`config.mk`:
```
export PLATFORM = sky130hd
export DESIGN_NAME = pwm_ctrl
export DESIGN_NICKNAME = d
export VERILOG_FILES = /design/src/rtl/pwm_pkg.sv /design/src/rtl/pwm_channel.sv /design/src/rtl/pwm_ctrl.sv
export SDC_FILE = /design/constraint.sdc
export NUM_CORES = 1
export LEC_CHECK = 0
export BUFFER_PORTS_ARGS = -buffer_cell sky130_fd_sc_hd__buf_4
export CELL_PAD_IN_SITES_DETAIL_PLACEMENT = 2
export CELL_PAD_IN_SITES_GLOBAL_PLACEMENT = 2
export CORE_UTILIZATION = 38
export CTS_CLUSTER_SIZE = 25
export DETAILED_ROUTE_END_ITERATION = 12
export PLACE_DENSITY = 0.93
export REMOVE_ABC_BUFFERS = 1
export SYNTH_ARGS = -nofsm -noshare
export SYNTH_HDL_FRONTEND = slang
export SYNTH_SLANG_ARGS = --single-unit
```
`constraint.sdc`:
```
create_clock -name clk_i -period 3.53 [get_ports clk_i]
set_clock_uncertainty 0.15 [all_clocks]
set_input_delay 0.1765 -clock clk_i [delete_from_list [all_inputs] [get_ports clk_i]]
set_output_delay 0.1765 -clock clk_i [all_outputs]
set_load 0.005 [all_outputs]
```
`src/rtl/pwm_pkg.sv`:
```
// Register map, CTRL bit positions and the staging-configuration view shared by
// pwm_ctrl and its testbench-visible register file.
package pwm_pkg;

  localparam int PWM_NUM_CH = 2;
  localparam int PWM_CNT_W  = 16;

  localparam logic [7:0] CTRL_OFS      = 8'h00;
  localparam logic [7:0] PRESC_OFS     = 8'h04;
  localparam logic [7:0] PERIOD_OFS    = 8'h08;
  localparam logic [7:0] DUTY_BASE_OFS = 8'h0C;
  localparam logic [7:0] STATUS_OFS    = 8'h1C;
  localparam logic [7:0] COUNT_OFS     = 8'h20;

  localparam int CTRL_IE_BIT = 31;

  // Staging (software-visible) PERIOD and DUTY values; sized to the default build.
  typedef struct packed {
    logic [PWM_CNT_W-1:0]                 period;
    logic [PWM_NUM_CH-1:0][PWM_CNT_W-1:0] duty;
  } pwm_cfg_t;

endpackage

```
`src/rtl/pwm_channel.sv`:
```
// One PWM channel: double-buffered DUTY (staging + active) and the registered
// compare against the shared period count.
module pwm_channel #(
  parameter int CntW = 16
) (
  input  logic            clk,
  input  logic            rst,
  input  logic            en,
  input  logic            load,
  input  logic            we,
  input  logic [CntW-1:0] wdata,
  input  logic [CntW-1:0] count,
  output logic [CntW-1:0] duty,
  output logic            pwm
);

  logic [CntW-1:0] duty_act;

  // Active duty only changes on load so a mid-period write never glitches the output.
  always_ff @(posedge clk) begin
    if (rst) begin
      duty     <= '0;
      duty_act <= '0;
      pwm      <= 1'b0;
    end else begin
      if (we) begin
        duty <= wdata;
      end
      if (load) begin
        duty_act <= duty;
      end
      pwm <= en & (count < duty_act);
    end
  end

endmodule

```
`src/rtl/pwm_ctrl.sv`:
```
// Register-programmable PWM controller: register decode, shared prescaler and
// period counter, period-end interrupt, and NumCh pwm_channel instances.
module pwm_ctrl
  import pwm_pkg::*;
#(
  parameter int NumCh = PWM_NUM_CH,
  parameter int CntW  = PWM_CNT_W,
  parameter int RegAw = 8,
  parameter int RegDw = 32
) (
  input  logic             clk_i,
  input  logic             rst_i,
  input  logic             re_i,
  input  logic             we_i,
  input  logic [RegAw-1:0] addr_i,
  input  logic [RegDw-1:0] wdata_i,
  output logic [RegDw-1:0] rdata_o,
  output logic [NumCh-1:0] pwm_o,
  output logic             intr_o
);

  // The staging view type comes from the package, so its sizing must track ours.
  if (NumCh != PWM_NUM_CH || CntW != PWM_CNT_W) begin : g_cfg_check
    $error("pwm_ctrl: NumCh/CntW must match pwm_pkg sizing of pwm_cfg_t");
  end

  logic [RegAw-1:0]            addr_word;
  logic [NumCh-1:0]            ctrl_en;
  logic                        ctrl_ie;
  logic [CntW-1:0]             presc;
  logic [CntW-1:0]             period_stage;
  logic [CntW-1:0]             period_act;
  logic [CntW-1:0]             presc_cnt;
  logic [CntW-1:0]             count;
  logic                        pend;
  logic                        run;
  logic                        tick;
  logic                        wrap;
  logic                        load;
  logic [NumCh-1:0]            duty_we;
  logic [NumCh-1:0][CntW-1:0]  duty_stage;
  pwm_cfg_t                    cfg;
  logic                        unused_bits;

  assign addr_word   = {addr_i[RegAw-1:2], 2'b00};
  assign run         = |ctrl_en;
  assign tick        = run && (presc_cnt == presc);
  assign wrap        = tick && (count == period_act);
  assign load        = !run || wrap;
  assign cfg         = {period_stage, duty_stage};
  assign unused_bits = ^{addr_i[1:0], wdata_i[RegDw-2:CntW]};

  // Control registers, prescaler, period counter and sticky pending flag.
  always_ff @(posedge clk_i) begin
    if (rst_i) begin
      ctrl_en      <= '0;
      ctrl_ie      <= 1'b0;
      presc        <= '0;
      period_stage <= '0;
      period_act   <= '0;
      presc_cnt    <= '0;
      count        <= '0;
      pend         <= 1'b0;
      intr_o       <= 1'b0;
    end else begin
      if (we_i && addr_word == RegAw'(CTRL_OFS)) begin
        ctrl_en <= wdata_i[NumCh-1:0];
        ctrl_ie <= wdata_i[CTRL_IE_BIT];
      end
      if (we_i && addr_word == RegAw'(PRESC_OFS)) begin
        presc <= wdata_i[CntW-1:0];
      end
      if (we_i && addr_word == RegAw'(PERIOD_OFS)) begin
        period_stage <= wdata_i[CntW-1:0];
      end
      if (load) begin
        period_act <= period_stage;
      end

      if (!run) begin
        presc_cnt <= '0;
        count     <= '0;
      end else if (tick) begin
        presc_cnt <= '0;
        count     <= wrap ? '0 : count + CntW'(1);
      end else begin
        presc_cnt <= presc_cnt + CntW'(1);
      end

      // A wrap in the same cycle as a W1C keeps PEND set.
      if (wrap) begin
        pend <= 1'b1;
      end else if (we_i && addr_word == RegAw'(STATUS_OFS) && wdata_i[0]) begin
        pend <= 1'b0;
      end
      intr_o <= pend & ctrl_ie;
    end
  end

  always_comb begin
    rdata_o = '0;
    if (re_i) begin
      if (addr_word == RegAw'(CTRL_OFS)) begin
        rdata_o[NumCh-1:0]    = ctrl_en;
        rdata_o[CTRL_IE_BIT]  = ctrl_ie;
      end else if (addr_word == RegAw'(PRESC_OFS)) begin
        rdata_o = RegDw'(presc);
      end else if (addr_word == RegAw'(PERIOD_OFS)) begin
        rdata_o = RegDw'(cfg.period);
      end else if (addr_word == RegAw'(STATUS_OFS)) begin
        rdata_o = RegDw'(pend);
      end else if (addr_word == RegAw'(COUNT_OFS)) begin
        rdata_o = RegDw'(count);
      end
      for (int i = 0; i < NumCh; i++) begin
        if (addr_word == RegAw'(DUTY_BASE_OFS) + RegAw'(4 * i)) begin
          rdata_o = RegDw'(cfg.duty[i]);
        end
      end
    end
  end

  for (genvar i = 0; i < NumCh; i++) begin : g_ch
    assign duty_we[i] = we_i && (addr_word == RegAw'(DUTY_BASE_OFS) + RegAw'(4 * i));

    pwm_channel #(
      .CntW (CntW)
    ) u_ch (
      .clk   (clk_i),
      .rst   (rst_i),
      .en    (ctrl_en[i]),
      .load  (load),
      .we    (duty_we[i]),
      .wdata (wdata_i[CntW-1:0]),
      .count (count),
      .duty  (duty_stage[i]),
      .pwm   (pwm_o[i])
    );
  end

endmodule
```
==> flow_summary.toml <==
[timing]
period_share_pct = 87.61
final.setup.tns_ns = 0
slew_viol_final = 0
tightest_slew_ns = 0.9905
hold_viol = 0
finalSetupViolations = 0
rsz0062_at_grt = "no"
maxSlewHeadroom_pct = 33.97
worst_slack_ns = 0.4373
fmax_ghz = 0.3233
period_needed_ns = 3.093
fin_hold_ws_ns = 0.03480

[cts]
cts_tree = "yes"
cts_setup_buffers = 0
cts_made_buffers = 17
cts-root-buf = "clkbuf_16"
cts.clk_slew.worst_paths_ns = 0.07
clock_latency_ns = 0.44
numClockSinks = 151
clockBufferDepth = 2
htree_num_levels = 4

[final_layout]
nets = 1036
post-route-util_pct = 45.34
multi_input_area_sq_mm = 0.004069
design_area_sq_mm = 0.008825
n_antenna_cell = 0
final_cells = 1237
num-fill-cells = 2108
drive_gt1_share_pct = 11.42
area_growth_pct = 16.77
regArea_sq_mm = 0.003023

[power]
pwr-share-comb_pct = 4.1
leakagePower_nw = 3.055
ir_drop_mv = 0.3534
switching_power_mw = 0.9153
netSwitchingFraction_pct = 24.45
cellPowerDensity_mw_per_mm2 = 424.3
clkPwrFrac_pct = 50.1
p_int_mw = 2.829
total_power_mw = 3.744
seqPwrFrac_pct = 45.8

[global_route]
met2_usage_pct = 61.21
grt_usage_pct = 37.19
grt_pass1_wl_mm = 55.01
grt_pass1_vias = 8587
antenna_found_initial = 0
grt_util_met1_pct = 42.40
grt_max_degree = 66
grtUsageMet3_pct = 9.256
grt_overflow = 0
top_usage_layer = "met2"

[synthesis]
yosysTopAreaCell = "dfxtp_1"
synth_cell_types = 53
yosysSeqAreaShare_pct = 40.00
synth_ff_type = "dfxtp_1"
synth_top_cell_area_share_pct = 40.00
synthMostInstantiatedCell = "nand2_1"
async_flop_share_pct = 0
ys_seq_elements = 151
ys_warn_count = 0
synthCells = 915
syn_area_per_cell_sq_um = 8.259
synth_edf_count = 0
synth.area.top_cells = "dfxtp_1, nand2_1, mux2i_1"
synth_common_cells = "nand2_1, dfxtp_1, nor2_1"
syn-cell-area_sq_mm = 0.007557

[critical_path]
start_kind = "flop"
worstSetupPathType = "reg -> reg"
crit_fanout = 32
crit_path_end_kind = "flop"
cp.arrival_ns = 3.22
cp.required_ns = 3.65

[routing]
first_pass_iters = 5
viasPerCell = 6.180
drc = 0
vias = 7645
drt_wl_total_mm = 36.33
drtIter0Drc = 676
ant_nets = 0
avgRoutedWirePerCell_um = 29.37

[place]
portBuffers = 46
dpl.cell_count = 1189
pre_cts_slack_ns = 0.6582
place.gp.congestion = 0.8446
post_dp_cell_area_sq_mm = 0.008089
place_hpwl_mm = 20.47

[floorplanning]
io_pins = 79
initial_core_util_pct = 38.83
rows = 51
coreArea_sq_mm = 0.01946
die_w_um = 143.0
dieArea_sq_mm = 0.02046
die_y_um = 143.0

[hold_path]
hp-class = "in -> reg"

[status]
status = "finished clean"

[job]
max_cap_violations = 0
[repair_timing]
action	4_1_cts	5_1_grt
hold endpoints to repair	66	0
gates resized for setup	0	0
hold buffers	17	0
[layout by cell type (no fill, tap or decap), types with 14 or more instances in the layout]
| master | instances |
|---|---|
| conb_1 | 15 |
| nand2_1 | 165 |
| a31oi_1 | 16 |
| dfxtp_1 | 151 |
| nor2_1 | 95 |
| clkbuf_16 | 17 |
| mux2i_1 | 52 |
| buf_4 | 68 |
| nand4_1 | 16 |
| a21oi_1 | 75 |
| ha_1 | 32 |
| o211ai_1 | 14 |
| nand3_1 | 37 |
| dlygate4sd3_1 | 17 |
| inv_1 | 36 |
| a222oi_1 | 15 |
| xnor2_1 | 41 |
[state kept, by name, summed over array words and instances (netlist names)]
name / cells
count: 16
ctrl_en: 2
ctrl_ie: 1
g_ch.u_ch.duty: 32
g_ch.u_ch.duty_act: 32
g_ch.u_ch.pwm: 2
intr_o: 1
pend: 1
period_act: 16
period_stage: 16
presc: 16
presc_cnt: 16
[cells by family (layout without fill, tap and decap cells)]
family	after synthesis	in the layout	synth area share (%)
compound gates	159	159	13.63
fa+ha+maj	32	32	5.298
mux	54	54	7.185
flops	151	151	40.00
other cells	1	15	0.04962
buf+inv	110	153	7.053
xor+xnor	46	46	5.331
simple gates	362	362	21.46
[power by group through the flow]
stage	registers (mW)	clock network, mW	logic [mW]
after floorplan	1.75	0	0.0372
after global placement	1.75	0	0.121
after detailed placement	1.75	0	0.125
after CTS	1.71	1.86	0.146
after global routing	1.71	1.94	0.160
final	1.71	1.88	0.155
[path summary, 6_finish.rpt]
path                                            to  slack [ns]                  start  cells past startpoint
min reg2reg                      intr_o$_SDFF_PP0_        0.34      pend$_SDFFE_PP0P_                      2
min                          presc[1]$_SDFFE_PP0P_        0.03                   we_i                      3
max reg2reg  g_ch[0].u_ch.duty_act[2]$_SDFFE_PP0P_        0.44  count[1]$_SDFFE_PP0P_                      7
max          g_ch[0].u_ch.duty_act[2]$_SDFFE_PP0P_        0.44  count[1]$_SDFFE_PP0P_                      7
[metal layers]
| metal | up-vias | part of all wire [%] |
|---|---|---|
| met4 | 0 | 6.0 |
| met3 | 177 | 6.6 |
| met2 | 424 | 48 |
| met5 | - | 0 |
| li1 | 3207 | - |
| met1 | 3837 | 39 |
[final cells by class]
type                    instances  area share, %
inverters                      36          1.531
clock inverters                 9          1.148
repair buffers                 86          7.940
clock buffers                  22          5.260
multi-input cells             668          46.11
flip-flops and latches        151          34.25
well taps                     265          3.757
[worst max-delay path: stages, from the launching register on]
cell     delay [ns]
dfxtp_1        0.65
xnor2_1        0.21
nand4_1        0.20
nor4_4         0.44
a31oi_4        0.46
buf_12         0.35
mux2i_1        0.30
nor2_1         0.12
(Power assumes the default switching activity.)
